$ cat config.mk
export PLATFORM = sky130hd
export DESIGN_NAME = bn_param_sched
export DESIGN_NICKNAME = d
export VERILOG_FILES = /design/src/rtl/bn_pkg.sv /design/src/rtl/bn_param_bank.sv /design/src/rtl/bn_param_sched.sv
export SDC_FILE = /design/constraint.sdc
export NUM_CORES = 1
export LEC_CHECK = 0
export ABC_AREA = 1
export ABC_CLOCK_PERIOD_IN_PS = 64800
export CORE_AREA = 3 3 244 246
export CTS_BUF_LIST = sky130_fd_sc_hd__clkbuf_4 sky130_fd_sc_hd__clkbuf_8 sky130_fd_sc_hd__clkbuf_16
export CTS_CLUSTER_DIAMETER = 100
export DETAILED_ROUTE_END_ITERATION = 8
export DIE_AREA = 0 0 247 249
export PLACE_DENSITY_LB_ADDON = 0.2
export SLEW_MARGIN = 20
export SYNTH_ARGS = -nofsm -noshare
export SYNTH_HDL_FRONTEND = slang
export SYNTH_SLANG_ARGS = --single-unit
$ cat constraint.sdc
create_clock -name clk -period 64.8 [get_ports clk]
set_clock_uncertainty 0.05 [all_clocks]
set_input_delay 16.2 -clock clk [delete_from_list [all_inputs] [get_ports clk]]
set_output_delay 16.2 -clock clk [all_outputs]
set_load 0.005 [all_outputs]
$ cat src/rtl/bn_pkg.sv
// Shared state encoding, default geometry and cfg_data field layout for the
// batch-norm parameter sequencer.
package bn_pkg;

  typedef enum logic [1:0] {
    EMPTY = 2'd0,
    RUN   = 2'd1,
    PEND  = 2'd2
  } state_e;

  localparam int NO_CH_DEF     = 10;
  localparam int AB_BW_DEF     = 5;
  localparam int BW_IN_DEF     = 12;
  localparam int FRAME_LEN_DEF = 128;

  function automatic int cfg_width(input int ab_bw, input int bw_in);
    return 2 * ab_bw + 2 * bw_in;
  endfunction

  localparam int CFG_W = cfg_width(AB_BW_DEF, BW_IN_DEF);

  // cfg_data = {x_max, x_min, b, a} with a at the LSBs
  function automatic int off_a();
    return 0;
  endfunction

  function automatic int off_b(input int ab_bw);
    return ab_bw;
  endfunction

  function automatic int off_x_min(input int ab_bw);
    return 2 * ab_bw;
  endfunction

  function automatic int off_x_max(input int ab_bw, input int bw_in);
    return 2 * ab_bw + bw_in;
  endfunction

endpackage

$ cat src/rtl/bn_param_bank.sv
// Shadow/active parameter register file: one shadow channel written per cfg word,
// whole shadow copied into the active bank on swap_i (visible the next cycle).
module bn_param_bank
  import bn_pkg::*;
#(
  parameter  int NO_CH = NO_CH_DEF,
  parameter  int AB_BW = AB_BW_DEF,
  parameter  int BW_IN = BW_IN_DEF,
  localparam int CHW   = (NO_CH > 1) ? $clog2(NO_CH) : 1,
  localparam int CW    = cfg_width(AB_BW, BW_IN)
) (
  input  logic                   clk,
  input  logic                   rst,
  input  logic                   wr_en_i,
  input  logic [CHW-1:0]         wr_ch_i,
  input  logic [CW-1:0]          wr_word_i,
  input  logic                   swap_i,
  output logic [NO_CH*AB_BW-1:0] act_a_o,
  output logic [NO_CH*AB_BW-1:0] act_b_o,
  output logic [NO_CH*BW_IN-1:0] act_x_min_o,
  output logic [NO_CH*BW_IN-1:0] act_x_max_o
);

  localparam int OA  = off_a();
  localparam int OB  = off_b(AB_BW);
  localparam int OXL = off_x_min(AB_BW);
  localparam int OXH = off_x_max(AB_BW, BW_IN);

  logic [NO_CH*AB_BW-1:0] sh_a_q, sh_a_d, sh_b_q, sh_b_d;
  logic [NO_CH*BW_IN-1:0] sh_xl_q, sh_xl_d, sh_xh_q, sh_xh_d;
  logic [NO_CH*AB_BW-1:0] act_a_q, act_a_d, act_b_q, act_b_d;
  logic [NO_CH*BW_IN-1:0] act_xl_q, act_xl_d, act_xh_q, act_xh_d;

  always_comb begin
    sh_a_d   = sh_a_q;
    sh_b_d   = sh_b_q;
    sh_xl_d  = sh_xl_q;
    sh_xh_d  = sh_xh_q;
    act_a_d  = act_a_q;
    act_b_d  = act_b_q;
    act_xl_d = act_xl_q;
    act_xh_d = act_xh_q;
    if (wr_en_i) begin
      sh_a_d[wr_ch_i*AB_BW +: AB_BW]  = wr_word_i[OA +: AB_BW];
      sh_b_d[wr_ch_i*AB_BW +: AB_BW]  = wr_word_i[OB +: AB_BW];
      sh_xl_d[wr_ch_i*BW_IN +: BW_IN] = wr_word_i[OXL +: BW_IN];
      sh_xh_d[wr_ch_i*BW_IN +: BW_IN] = wr_word_i[OXH +: BW_IN];
    end
    // The FSM never writes and swaps in the same cycle, so the old shadow is the full set.
    if (swap_i) begin
      act_a_d  = sh_a_q;
      act_b_d  = sh_b_q;
      act_xl_d = sh_xl_q;
      act_xh_d = sh_xh_q;
    end
  end

  always_ff @(posedge clk or posedge rst) begin
    if (rst) begin
      sh_a_q   <= '0;
      sh_b_q   <= '0;
      sh_xl_q  <= '0;
      sh_xh_q  <= '0;
      act_a_q  <= '0;
      act_b_q  <= '0;
      act_xl_q <= '0;
      act_xh_q <= '0;
    end else begin
      sh_a_q   <= sh_a_d;
      sh_b_q   <= sh_b_d;
      sh_xl_q  <= sh_xl_d;
      sh_xh_q  <= sh_xh_d;
      act_a_q  <= act_a_d;
      act_b_q  <= act_b_d;
      act_xl_q <= act_xl_d;
      act_xh_q <= act_xh_d;
    end
  end

  assign act_a_o     = act_a_q;
  assign act_b_o     = act_b_q;
  assign act_x_min_o = act_xl_q;
  assign act_x_max_o = act_xh_q;

endmodule

$ cat src/rtl/bn_param_sched.sv
// Loads per-channel BN/ReLU/quant parameters into a shadow bank and swaps them in only at
// an activation frame boundary; vectors pass through combinationally, gated by in_rdy.
module bn_param_sched
  import bn_pkg::*;
#(
  parameter int NO_CH     = NO_CH_DEF,
  parameter int AB_BW     = AB_BW_DEF,
  parameter int BW_IN     = BW_IN_DEF,
  parameter int FRAME_LEN = FRAME_LEN_DEF
) (
  input  logic                               clk,
  input  logic                               rst,
  input  logic                               cfg_vld,
  output logic                               cfg_rdy,
  input  logic                               cfg_last,
  input  logic [cfg_width(AB_BW, BW_IN)-1:0] cfg_data,
  input  logic                               in_vld,
  output logic                               in_rdy,
  input  logic [NO_CH*BW_IN-1:0]             in_data,
  output logic                               bn_vld,
  output logic [NO_CH*BW_IN-1:0]             bn_data,
  output logic [NO_CH*AB_BW-1:0]             bn_a,
  output logic [NO_CH*AB_BW-1:0]             bn_b,
  output logic [NO_CH*BW_IN-1:0]             bn_x_min,
  output logic [NO_CH*BW_IN-1:0]             bn_x_max,
  output logic                               frame_done,
  output logic                               cfg_err
);

  localparam int CHW = (NO_CH > 1) ? $clog2(NO_CH) : 1;
  localparam int FCW = $clog2(FRAME_LEN);
  localparam logic [CHW-1:0] LAST_CH  = CHW'(NO_CH - 1);
  localparam logic [FCW-1:0] LAST_POS = FCW'(FRAME_LEN - 1);

  state_e         state_q, state_d;
  logic [CHW-1:0] ch_cnt_q, ch_cnt_d;
  logic [FCW-1:0] frame_cnt_q, frame_cnt_d;
  logic           frame_done_q, frame_done_d;
  logic           cfg_err_q, cfg_err_d;
  logic           cfg_acc, in_acc, swap, last_ch;

  always_comb begin
    state_d      = state_q;
    ch_cnt_d     = ch_cnt_q;
    frame_cnt_d  = frame_cnt_q;
    frame_done_d = 1'b0;
    cfg_err_d    = cfg_err_q;
    cfg_rdy      = 1'b0;
    in_rdy       = 1'b0;
    swap         = 1'b0;
    last_ch      = (ch_cnt_q == LAST_CH);

    unique case (state_q)
      EMPTY: cfg_rdy = 1'b1;
      RUN: begin
        cfg_rdy = 1'b1;
        in_rdy  = 1'b1;
      end
      PEND: begin
        // Swap cycle is a one-vector bubble so no vector sees a half-updated bank.
        swap   = (frame_cnt_q == '0);
        in_rdy = !swap;
        if (swap) state_d = RUN;
      end
      default: state_d = EMPTY;
    endcase

    cfg_acc = cfg_vld && cfg_rdy;
    in_acc  = in_vld && in_rdy;

    if (cfg_acc) begin
      if (cfg_last && last_ch) begin
        ch_cnt_d = '0;
        state_d  = PEND;
      end else if (cfg_last || last_ch) begin
        ch_cnt_d  = '0;
        cfg_err_d = 1'b1;
      end else begin
        ch_cnt_d = ch_cnt_q + 1'b1;
      end
    end

    if (in_acc) begin
      frame_done_d = (frame_cnt_q == LAST_POS);
      frame_cnt_d  = (frame_cnt_q == LAST_POS) ? '0 : frame_cnt_q + 1'b1;
    end
  end

  always_ff @(posedge clk or posedge rst) begin
    if (rst) begin
      state_q      <= EMPTY;
      ch_cnt_q     <= '0;
      frame_cnt_q  <= '0;
      frame_done_q <= 1'b0;
      cfg_err_q    <= 1'b0;
    end else begin
      state_q      <= state_d;
      ch_cnt_q     <= ch_cnt_d;
      frame_cnt_q  <= frame_cnt_d;
      frame_done_q <= frame_done_d;
      cfg_err_q    <= cfg_err_d;
    end
  end

  bn_param_bank #(
    .NO_CH (NO_CH),
    .AB_BW (AB_BW),
    .BW_IN (BW_IN)
  ) u_bank (
    .clk         (clk),
    .rst         (rst),
    .wr_en_i     (cfg_acc),
    .wr_ch_i     (ch_cnt_q),
    .wr_word_i   (cfg_data),
    .swap_i      (swap),
    .act_a_o     (bn_a),
    .act_b_o     (bn_b),
    .act_x_min_o (bn_x_min),
    .act_x_max_o (bn_x_max)
  );

  assign bn_vld     = in_acc;
  assign bn_data    = in_data;
  assign frame_done = frame_done_q;
  assign cfg_err    = cfg_err_q;

endmodule

-- Yosys cells after proc, flatten, opt, wreduce, memory -nomap -nowiden
Cells that the tools add are included.
- register bits after elaboration: 695
- input port bits: 159
- add/subtract/negate cells: 4
- multipliers: 2
- eq/ne operators: 4
- shifts and indexed selects: 6
- multiplexer cells: 15
- bitwise operators: 1
- reduce and logical (&&, ||, !) cells: 9
- operator list (cell ; number):
    $bwmux W120 ; 2
    $shiftx A12 B34 Y120 ; 2
    $shift A12 B34 Y120 const A ; 1
    $bwmux W50 ; 2
    $shiftx A5 B34 Y50 ; 2
    $shift A5 B34 Y50 const A ; 1
    $neg A7 Y34 ; 1
    $neg A8 Y34 ; 1
    $mux W4 ; 2
    $add A7 B1 Y7 const B ; 1
    $eq A7 B7 Y1 const B ; 1
    $logic_not A7 Y1 ; 1
    $mul A4 B3 Y7 const B ; 1
    $mux W7 ; 1
    $mul A4 B2 Y6 const B ; 1
    $mux W2 ; 3
    $add A4 B1 Y4 const B ; 1
    $eq A4 B4 Y1 const B ; 1
    $pmux W2 S2 ; 1
    $logic_and A1 B1 Y1 ; 3
    $mux W1 ; 3
    $reduce_and A3 Y1 ; 1
    $eq A2 B1 Y1 const B ; 1
    $eq A2 B2 Y1 const B ; 1
    6 further kinds ; 6

-- Depth between registers and ports, before layout
Gate-level depths: netlist (run 1).
- depth in word-level cells: 5
- mapped depth: 23
- gate-level depth less buffers: 20

-- By module
Synthesis (run 1) repeated with hierarchy kept, for this count alone.
- cells, all modules: 3115
- area total of the unflattened synthesis: 30565.6 µm²
- modules (own cells, without submodules) (module ; instances ; cells an instance ; area each (µm²) ; seq. area each (µm²)):
    bn_param_bank ; 1 ; 2873 ; 28667.5 ; 17016.3
    bn_param_sched ; 1 ; 242 ; 1898.1 ; 375.4

-- Worst setup path before layout (run 1)
No wires, ideal clock.
- path kind: input -> output
- start point: input in_vld
- end point: output bn_vld
- arrival time: 16.425 ns
- data required time: 48.550 ns
- path slack: 32.125 ns
- stages on the path: 2
- buffers on the path: 0
- cells stage by stage: nand2_1 > inv_1
- cells in the longest elaborated chain, start to end: 1
- RTL lines (what ; RTL line ; RTL):
    start, declared ; bn_param_sched.sv:17 ; input logic in_vld,
    $logic_and A1 B1 Y1 ; bn_param_sched.sv:69 ; in_acc = in_vld && in_rdy;
    end, declared ; bn_param_sched.sv:20 ; output logic bn_vld,
Every way passes these cells.

-- Worst setup path in the final report (run 1)
Ends and elaborated chain as after synthesis.

==> Implementation_results.wiki, run 1 <==
{| class="wikitable"
! Metric !! Value
|-
| Final nets || 3413
|-
| Placed cell area || 33210 um2
|-
| Worst skew pair latency || 0.61 ns
|-
| Horiz. Die Dim || 247 um
|-
| Wire length of the first global-routing pass || 136.4 mm
|-
| Worst Path Required || 48.55 ns
|-
| Maximum number of pins on one net before global-route repair || 218
|-
| Post-route met1 wirelength || 36.95 mm
|-
| CTS H-Tree Depth || 3
|-
| CP max FO || 6
|-
| Sink count of the clock tree || 695
|-
| Fraction of power consumed by combinational cells || 0.362
|-
| Syn-to-layout area delta || 20.54%
|-
| Overall power || 1.569 mW
|-
| Post-synthesis sequential element count || 695
|-
| Final Hold Violating Endpoints || 0
|-
| Fraction of power spent switching nets || 0.4188
|-
| Largest vdd supply drop || 0.00003428 V
|-
| CTS resizes || 0
|-
| Setup violation total in the final timing report || 0
|-
| Path category of the worst min-delay check || reg -> reg
|-
| CORE AREA || 57590 um2
|-
| Count of distinct cell types in the synthesized netlist || 41
|-
| Post-Synthesis Cells || 3005
|-
| Worst endpoint data arrival time || 17.53 ns
|-
| Fraction of final layout cells with drive strength greater than 1 || 0.1389
|-
| Fin util || 0.6208
|-
| Part of the power in registers || 0.361
|-
| Number of buffers inserted by port buffering || 383
|-
| Initial antenna violation count || 4
|-
| Most common cell in the synthesized netlist || nand2_1
|-
| Global placement routability congestion || 0.9419
|-
| Final standard cell count with taps included and fillers excluded || 4055
|-
| Minimum period implied by the final worst setup slack || 33.78 ns
|-
| CTS Root Cell || clkbuf_16
|-
| P_sw || 0.6570 mW
|-
| Filler instances || 4698
|-
| Logic depth of the worst register-to-register path || 16
|-
| PwrDens || 43.88 nW/um2
|-
| Asr flop ratio synth || 1.000
|-
| Wire length on met2 || 41.83 mm
|-
| Average cell area after synthesis || 9.870 um2
|-
| Most frequent CP cell || clkdlybuf4s50_1
|-
| Predominant post-synthesis flop cell || dfrtp_1
|-
| Top cells by instance count after synthesis || 725 x nand2_1, 695 x dfrtp_1, 308 x o21ai_0
|-
| Floorplan row count || 88
|-
| Leakage power total || 17.15 nW
|-
| Min-Delay Path Depth || 1
|-
| DR iter-0 viols || 1933
|-
| Antenna-violating nets left || 0
|-
| Max transition margin || 0.2545
|-
| Setup repair after global routing missed its margin || no
|-
| Biggest cell delay along the critical path || 0.54 ns
|-
| Die ar. || 61500 um2
|-
| I/O pin total || 624
|-
| Ratio of final minimum period to clock period || 0.5213
|-
| Maximum buffer depth of the clock tree || 3
|-
| TritonRoute pass-1 iters || 5
|-
| Reported max-cap violation count || 0
|-
| Met3 wire length || 7.825 mm
|-
| CP max-delay cell || clkdlybuf4s50_1
|-
| Global routing usage summed across all routing layers || 0.2920
|-
| Leading cell types by total area after synthesis || dfrtp_1 59%, nand2_1 9.2%, mux2_2 8.6%
|-
| Sum of negative setup slack || 0 ns
|-
| Category of the most critical setup path || in -> out
|-
| CTS tree || yes
|-
| Number of synthesized flops with an enable pin || 0
|-
| Post-detail-place hpwl || 65.38 mm
|-
| Starting utilization of the core area || 0.5150
|-
| CP Launch Type || primary input
|-
| Sequential cell area fraction in the yosys report || 0.5864
|-
| Post-synth top area share || 0.5864
|-
| Top layer in use || met5
|-
| Post-layout instance area || 35750 um2
|-
| Cts-stage hold buffer count || 0
|-
| Clock transition at the registers of the reported paths || 0.06 ns
|-
| Die Y-Extent || 249 um
|-
| Worst Setup End Kind || primary output
|-
| Run status || complete, no violations
|-
| Number of design rule violations left after detail routing || 0
|-
| Library cell with the largest summed area after synthesis || dfrtp_1
|-
| Total wirelength of the detailed-routed design || 89.64 mm
|-
| Total via count after detailed routing || 22160
|-
| Netlist Area Pre-Place || 29660 um2
|-
| Number of nets produced by synthesis || 3185
|-
| Clock network fraction of design power || 0.277
|-
| Post-CTS setup-driven buffer insertion count || 0
|-
| Yosys warning total || 0
|-
| List of cells traversed by the critical path || clkdlybuf4s50_1 > nand2_1 > inv_1 > clkdlybuf4s50_1
|-
| Vias in the first global route || 22030
|-
| Number of buffers created by CTS || 73
|-
| Routed WL per cell || 22.11 um
|-
| Fmax || 29.60 MHz
|-
| Worst Max-Slew Pin Slew || 1.118 ns
|-
| Placed instance count || 3923
|-
| Design internal power || 0.9119 mW
|-
| GRT Residual Overflow || 0
|-
| Vias per inst || 5.465
|-
| Final count of pins violating max slew || 0
|}
==> final timing paths <==
| check | start | to | slack [ns] |
|---|---|---|---|
| setup / recovery | in_vld | bn_vld | 31.02 |
| hold / removal | cfg_err$_DFFE_PP0P_ | cfg_err$_DFFE_PP0P_ | 0.41 |
| max in group asynchronous | rst | u_bank.sh_xl_q[68]$_DFFE_PP0P_ | 45.13 |
| setup reg to reg | ch_cnt_q[2]$_DFFE_PP0P_ | u_bank.sh_xh_q[113]$_DFFE_PP0P_ | 59.18 |
| hold reg to reg | cfg_err$_DFFE_PP0P_ | cfg_err$_DFFE_PP0P_ | 0.41 |
| min in group asynchronous | rst | u_bank.act_x_max_o[82]$_DFFE_PP0P_ | 16.07 |
==> logic make-up (layout without fill, tap and decap cells) <==
kind of cell / after synthesis / after routing / synth area share
flip-flops: 695 / 695 / 0.5864
other: 0 / 1 / 0
multiplexers: 226 / 226 / 0.08581
XOR/XNOR: 5 / 5 / 0.001476
adder cells (fa/ha/maj): 21 / 21 / 0.009112
AO/OA/AOI/OAI: 515 / 515 / 0.08906
buffers and inverters: 497 / 781 / 0.08058
AND/OR/NAND/NOR: 1046 / 1046 / 0.1476
==> worst max-delay path: cells and delay by family <==
kind                   cells  cell delay (ns)
buffers and inverters      3             1.19
AND/OR/NAND/NOR            1             0.13
==> cells in the final DEF, fill, tap and decap left out, drive strengths merged, types with 2 or more instances in the layout <==
cell,Yosys,final
bufinv,0,7
o22ai,20,20
a22o,3,3
inv,241,247
o31ai,3,3
mux2,226,226
clkinvlp,0,5
nand2,734,734
o211ai,2,2
xor2,5,5
dfrtp,695,695
a21oi,36,36
clkbuf,92,97
nor2,141,141
ha,20,20
nand4,15,15
clkdlybuf4s50,0,383
clkinv,1,17
nand3,135,135
nor3,17,17
buf,163,25
o21ai,449,449
==> sequential cells by signal, summed over array words and instances, names as in the netlist <==
| register | flops |
|---|---|
| u_bank.sh_xl_q | 120 |
| u_bank.sh_b_q | 50 |
| cfg_err | 1 |
| ch_cnt_q | 4 |
| u_bank.act_x_max_o | 120 |
| frame_done | 1 |
| state_q | 2 |
| u_bank.sh_xh_q | 120 |
| u_bank.act_b_o | 50 |
| u_bank.act_a_o | 50 |
| u_bank.act_x_min_o | 120 |
| u_bank.sh_a_q | 50 |
| frame_cnt_q | 7 |
==> power groups by stage <==
stage,combinational (mW),sequential [mW],clock [mW]
detailed placement,0.556,0.574,0
global placement,0.544,0.570,0
CTS,0.560,0.566,0.442
floorplan,0.380,0.560,0
finish,0.568,0.567,0.434
global route,0.622,0.575,0.461
==> metal layers <==
metal / vias up / track usage
li1: 10120 / -
met1: 10970 / 0.3908
met2: 896 / 0.4598
met3: 171 / 0.07976
met4: 6 / 0.09997
met5: - / 0.01669
==> per-stage QoR <==
step                worst slack [ns]  hold slack, ns
floorplan                      29.06          0.3880
global placement               31.04          0.3942
detailed placement             31.04          0.4019
CTS                            31.03          0.4181
global route                   30.94          0.4219
finish                         31.02          0.4148
==> final cells by class <==
class	instances	area, um2	share of cell area
timing repair buffer	408	4054	0.1134
clock inverter	34	419.2	0.01172
sequential	695	17390	0.4865
inverter	242	923.4	0.02583
clock buffer	97	2111	0.05904
antenna	1	2.502	0.00007000
multi-input combinational	1813	9892	0.2767
tap	765	957.2	0.02677
No activity file was read; power rests on OpenSTA's default activity.
==> run 2, diff against run 1 <==
--- a/config.mk
+++ b/config.mk
@@ -6,12 +6,12 @@
 export NUM_CORES = 1
 export LEC_CHECK = 0
 export ABC_AREA = 1
-export ABC_CLOCK_PERIOD_IN_PS = 64800
-export CORE_AREA = 3 3 244 246
+export ABC_CLOCK_PERIOD_IN_PS = 28700
+export CORE_MARGIN = 3
+export CORE_UTILIZATION = 46
 export CTS_BUF_LIST = sky130_fd_sc_hd__clkbuf_4 sky130_fd_sc_hd__clkbuf_8 sky130_fd_sc_hd__clkbuf_16
 export CTS_CLUSTER_DIAMETER = 100
 export DETAILED_ROUTE_END_ITERATION = 8
-export DIE_AREA = 0 0 247 249
 export PLACE_DENSITY_LB_ADDON = 0.2
 export SLEW_MARGIN = 20
 export SYNTH_ARGS = -nofsm -noshare
==> constraint.sdc (replaced) <==
create_clock -name clk -period 28.7 [get_ports clk]
set_clock_uncertainty 0.05 [all_clocks]
set_input_delay 7.175 -clock clk [delete_from_list [all_inputs] [get_ports clk]]
set_output_delay 7.175 -clock clk [all_outputs]
set_load 0.005 [all_outputs]
==> run 2 against run 1 <==
Hold slack got worse by 0.0016 ns. Clock-buffer cell count increased by 12. Total power increased by 130%. Flip-flop and latch count unchanged. Critical path type unchanged. Largest power group unchanged.
==> Implementation_results.wiki, run 2 (synthesis results as in run 1) <==
{| class="wikitable"
! Metric !! Value
|-
| Die ar. || 67560 um2
|-
| Min-Delay Path Depth || 1
|-
| Met3 wire length || 8.352 mm
|-
| Final Hold Violating Endpoints || 0
|-
| Antenna-violating nets left || 0
|-
| Syn-to-layout area delta || 20.89%
|-
| Floorplan row count || 92
|-
| Total via count after detailed routing || 21940
|-
| CTS resizes || 0
|-
| Vias per inst || 5.300
|-
| Most common cell after layout, fill and taps aside || nand2_1
|-
| Initial antenna violation count || 3
|-
| Post-CTS setup-driven buffer insertion count || 0
|-
| Path category of the worst min-delay check || reg -> reg
|-
| GRT Residual Overflow || 0
|-
| Global routing usage summed across all routing layers || 0.2649
|-
| Worst Max-Slew Pin Slew || 1.029 ns
|-
| Minimum period implied by the final worst setup slack || 15.68 ns
|-
| Worst setup path startpoint || in_vld
|-
| Sink count of the clock tree || 695
|-
| DR iter-0 viols || 1859
|-
| Die Y-Extent || 259.9 um
|-
| Area of the multi-input gates || 9892 um2
|-
| Sum of negative setup slack || 0 ns
|-
| Worst Setup End Kind || primary output
|-
| PwrDens || 98.93 nW/um2
|-
| CP Launch Type || primary input
|-
| Cts-stage hold buffer count || 0
|-
| Launch instance of the worst min-delay path || cfg_err$_DFFE_PP0P_
|-
| Fraction of final layout cells with drive strength greater than 1 || 0.1397
|-
| Top layer in use || met5
|-
| Worst Path Required || 21.48 ns
|-
| Post-detail-place hpwl || 65.93 mm
|-
| Clock transition at the registers of the reported paths || 0.06 ns
|-
| Filler instances || 5495
|-
| Number of buffers created by CTS || 73
|-
| Reg2Reg Capture Point || u_bank.sh_xh_q[113]$_DFFE_PP0P_
|-
| Number of buffers inserted by port buffering || 383
|-
| Horiz. Die Dim || 259.9 um
|-
| Placed cell area || 33320 um2
|-
| Setup violation total in the final timing report || 0
|-
| Area taken by flip-flops and latches || 17390 um2
|-
| Final nets || 3417
|-
| Max transition margin || 0.3138
|-
| Worst skew pair latency || 0.62 ns
|-
| R2R Setup Slk || 22.99 ns
|-
| Routed WL per cell || 21.83 um
|-
| Run status || complete, no violations
|-
| Min Hold Slack || 0.4132 ns
|-
| Wire length on met2 || 41.60 mm
|-
| Worst-case hold path end point || cfg_err$_DFFE_PP0P_
|-
| Final count of pins violating max slew || 0
|-
| Leakage power total || 17.17 nW
|-
| Reported max-cap violation count || 0
|-
| Starting utilization of the core area || 0.4676
|-
| Global placement routability congestion || 0.9274
|-
| I/O pin total || 624
|-
| CTS tree || yes
|-
| TritonRoute pass-1 iters || 5
|-
| Fin util || 0.5653
|-
| Commonest cells after routing, fill and taps aside || 725 x nand2_1, 695 x dfrtp_1, 383 x clkdlybuf4s50_1
|-
| Number of design rule violations left after detail routing || 0
|-
| Ratio of final minimum period to clock period || 0.5463
|-
| Maximum number of pins on one net before global-route repair || 217
|-
| Category of the most critical setup path || in -> out
|-
| CTS H-Tree Depth || 3
|-
| Total wirelength of the detailed-routed design || 90.36 mm
|-
| Wire length of the first global-routing pass || 135.3 mm
|-
| Maximum buffer depth of the clock tree || 3
|-
| Largest vdd supply drop || 0.00009672 V
|-
| Setup repair after global routing missed its margin || no
|-
| Post-layout instance area || 35850 um2
|-
| CORE AREA || 63430 um2
|-
| CP max FO || 6
|-
| Post-route met1 wirelength || 37.57 mm
|-
| Fmax || 63.78 MHz
|-
| Vias in the first global route || 21710
|-
| Logic depth of the worst register-to-register path || 16
|-
| Worst endpoint data arrival time || 8.45 ns
|-
| CTS Root Cell || clkbuf_16
|-
| Worst reg2reg path startpoint || ch_cnt_q[2]$_DFFE_PP0P_
|}
## run 2: cell count changes in the layout (fill, tap and decap cells not counted), moves of 2 or more
cell,change
clkbuf_4,+9
inv_6,-5
buf_4,+4
clkinv_2,-4
clkinvlp_4,-4
clkbuf_8,+3
bufinv_16,-2
inv_16,+2
## run 2: layout make-up
type,instances,share of cell area
sequential,695,0.4851
tap,846,0.02952
timing repair buffer,412,0.1137
clock buffer,109,0.06191
clock inverter,21,0.008061
inverter,242,0.02575
antenna,2,0.0001396
multi-input combinational,1813,0.2759
## run 2: power breakdown
part	internal [mW]	switching [mW]
registers	1.18	0.102
clock network	0.584	0.387
logic	0.297	0.998
total	2.06	1.49
## run 2: per-layer routing
layer | global-route usage | up-vias
li1 | - | 10120
met1 | 0.3521 | 10850
met2 | 0.4084 | 782
met3 | 0.08813 | 176
met4 | 0.08954 | 8
met5 | 0.005117 | -
## run 2: worst max-delay path, cell delays in order
cell and delay, ns:
clkdlybuf4s50_1 0.46, nand2_1 0.12, inv_1 0.17, clkdlybuf4s50_1 0.53
## run 2: worst max-delay path by stage
stage,to,cells after the start
floorplan,cfg_err$_DFFE_PP0P_,1
global placement,bn_vld,4
detailed placement,bn_vld,4
CTS,bn_vld,4
global route,bn_vld,4
finish,bn_vld,4
## run 2: metrics by stage
| step | instances | total power, mW | setup WS [ns] |
|---|---|---|---|
| final | 4140 | 3.547 | 13.02 |
| after global routing | 4138 | 3.756 | 12.96 |
| after CTS | 4137 | 3.557 | 13.01 |
| after detailed placement | 4007 | 2.573 | 13.02 |
| after global placement | 4007 | 2.545 | 13.01 |
| after floorplan | 3005 | 2.122 | 1.987 |
==> run 3, diff against run 2 <==
--- a/config.mk
+++ b/config.mk
@@ -6,7 +6,7 @@
 export NUM_CORES = 1
 export LEC_CHECK = 0
 export ABC_AREA = 1
-export ABC_CLOCK_PERIOD_IN_PS = 28700
+export ABC_CLOCK_PERIOD_IN_PS = 14200
 export CORE_MARGIN = 3
 export CORE_UTILIZATION = 46
 export CTS_BUF_LIST = sky130_fd_sc_hd__clkbuf_4 sky130_fd_sc_hd__clkbuf_8 sky130_fd_sc_hd__clkbuf_16
==> constraint.sdc (replaced) <==
create_clock -name clk -period 14.2 [get_ports clk]
set_clock_uncertainty 0.05 [all_clocks]
set_input_delay 3.55 -clock clk [delete_from_list [all_inputs] [get_ports clk]]
set_output_delay 3.55 -clock clk [all_outputs]
set_load 0.005 [all_outputs]
==> run 3 against run 2 <==
Via count increased by 0.52%. Register-to-register slack lost 14 ns. Cell count about the same. Setup slack worse by 7.3 ns. Sequential share of layout area rose by 0.15 points. Wire length decreased by 0.47%. Global-route usage decreased by 0.060 points. Non-clock buffer count grew 1. Sequential power up 100%. Clock-buffer cell count is 2 higher. Critical path depth unchanged.
==> Implementation_results.wiki, run 3 (synthesis results as in run 1) <==
{| class="wikitable"
! Metric !! Value
|-
| Worst Max-Slew Pin Slew || 1.071 ns
|-
| CTS tree || yes
|-
| CTS Root Cell || clkbuf_16
|-
| Worst skew pair latency || 0.61 ns
|-
| Maximum number of pins on one net before global-route repair || 176
|-
| CTS resizes || 0
|-
| Final nets || 3418
|-
| Clock transition at the registers of the reported paths || 0.06 ns
|-
| Vias per inst || 5.333
|-
| Number of buffers inserted by port buffering || 383
|-
| Global routing usage summed across all routing layers || 0.2643
|-
| Reg2Reg Capture Point || u_bank.sh_xh_q[115]$_DFFE_PP0P_
|-
| Worst Path Required || 10.60 ns
|-
| Ratio of final minimum period to clock period || 0.5954
|-
| Launch instance of the worst min-delay path || cfg_err$_DFFE_PP0P_
|-
| CORE AREA || 63430 um2
|-
| Worst endpoint data arrival time || 4.86 ns
|-
| GRT Residual Overflow || 0
|-
| Overall power || 7.074 mW
|-
| Area taken by flip-flops and latches || 17390 um2
|-
| Min-Delay Path Depth || 1
|-
| Run status || complete, no violations
|-
| Number of design rule violations left after detail routing || 0
|-
| Vias in the first global route || 22160
|-
| Filler instances || 5414
|-
| Number of buffers created by CTS || 73
|-
| Initial antenna violation count || 3
|-
| DR iter-0 viols || 1920
|-
| Path category of the worst min-delay check || reg -> reg
|-
| Global placement routability congestion || 0.9162
|-
| Post-layout instance area || 35740 um2
|-
| Horiz. Die Dim || 259.9 um
|-
| Total wirelength of the detailed-routed design || 89.94 mm
|-
| Most common cell after layout, fill and taps aside || nand2_1
|-
| Die ar. || 67560 um2
|-
| Routed WL per cell || 21.74 um
|-
| Sum of negative setup slack || 0 ns
|-
| Syn-to-layout area delta || 20.52%
|-
| TritonRoute pass-1 iters || 6
|-
| Minimum period implied by the final worst setup slack || 8.455 ns
|-
| Final Hold Violating Endpoints || 0
|-
| Sink count of the clock tree || 695
|-
| Commonest cells after routing, fill and taps aside || 725 x nand2_1, 695 x dfrtp_1, 383 x clkdlybuf4s50_1
|-
| Largest vdd supply drop || 0.0002552 V
|-
| Worst Setup End Kind || primary output
|-
| Setup repair after global routing missed its margin || no
|-
| Max transition margin || 0.2785
|-
| Placed cell area || 33320 um2
|-
| CTS H-Tree Depth || 3
|-
| Maximum buffer depth of the clock tree || 3
|-
| Area of the multi-input gates || 9889 um2
|-
| CP Launch Type || primary input
|-
| Worst-case hold path end point || cfg_err$_DFFE_PP0P_
|-
| Post-detail-place hpwl || 65.80 mm
|-
| Fmax || 118.3 MHz
|-
| Logic depth of the worst register-to-register path || 16
|-
| Cts-stage hold buffer count || 0
|-
| Post-CTS setup-driven buffer insertion count || 0
|-
| Reported max-cap violation count || 0
|-
| CP max FO || 6
|-
| Antenna-violating nets left || 0
|-
| Wire length of the first global-routing pass || 135.8 mm
|-
| Starting utilization of the core area || 0.4676
|-
| Die Y-Extent || 259.9 um
|-
| Floorplan row count || 92
|-
| Worst reg2reg path startpoint || ch_cnt_q[2]$_DFFE_PP0P_
|-
| I/O pin total || 624
|-
| Setup violation total in the final timing report || 0
|-
| Total via count after detailed routing || 22060
|-
| Category of the most critical setup path || in -> out
|-
| Fraction of final layout cells with drive strength greater than 1 || 0.1386
|-
| Final count of pins violating max slew || 0
|-
| PwrDens || 197.9 nW/um2
|-
| R2R Setup Slk || 8.70 ns
|-
| Leakage power total || 17.11 nW
|}
-- run 3: cell type report --
type                       count  area share
clock buffer                 111     0.06206
sequential                   695      0.4866
inverter                     242     0.02573
multi-input combinational   1813      0.2767
timing repair buffer         413      0.1146
tap                          846     0.02961
antenna                        1  0.00007001
clock inverter                15    0.004691
-- run 3: per-layer routing --
metal | GRT usage | wire length [um]
met5 | 0.007310 | 108
met4 | 0.09281 | 3263
met3 | 0.07372 | 7680
met2 | 0.4196 | 41730
met1 | 0.3485 | 37160
-- run 3: per-stage QoR --
stage | setup slack (ns) | hold slack [ns] | util | cells
floorplan | 1.088 | 0.3880 | - | 3005
global placement | 5.761 | 0.3952 | 0.5254 | 4008
detailed placement | 5.746 | 0.3973 | 0.5254 | 4008
CTS | 5.733 | 0.4143 | 0.5630 | 4134
global route | 5.669 | 0.4371 | 0.5635 | 4135
finish | 5.745 | 0.4120 | 0.5635 | 4136
-- run 3: critical path, stage by stage --
cell             delay [ns]
clkdlybuf4s50_1        0.46
nand2_1                0.13
inv_1                  0.18
clkdlybuf4s50_1        0.53
-- run 3: how the worst max path moves through the flow --
stage,start,end,cells after the start
4_1_cts,in_vld,bn_vld,4
2_1_floorplan,rst,cfg_err$_DFFE_PP0P_,1
6_report,in_vld,bn_vld,4
3_3_place_gp,in_vld,bn_vld,4
5_1_grt,in_vld,bn_vld,4
3_5_place_dp,in_vld,bn_vld,4
-- run 3: where the power goes --
group	total, mW	internal (mW)	switching [mW]
clock	1.88	1.10	0.780
combinational	2.60	0.594	2.01
sequential	2.59	2.38	0.207
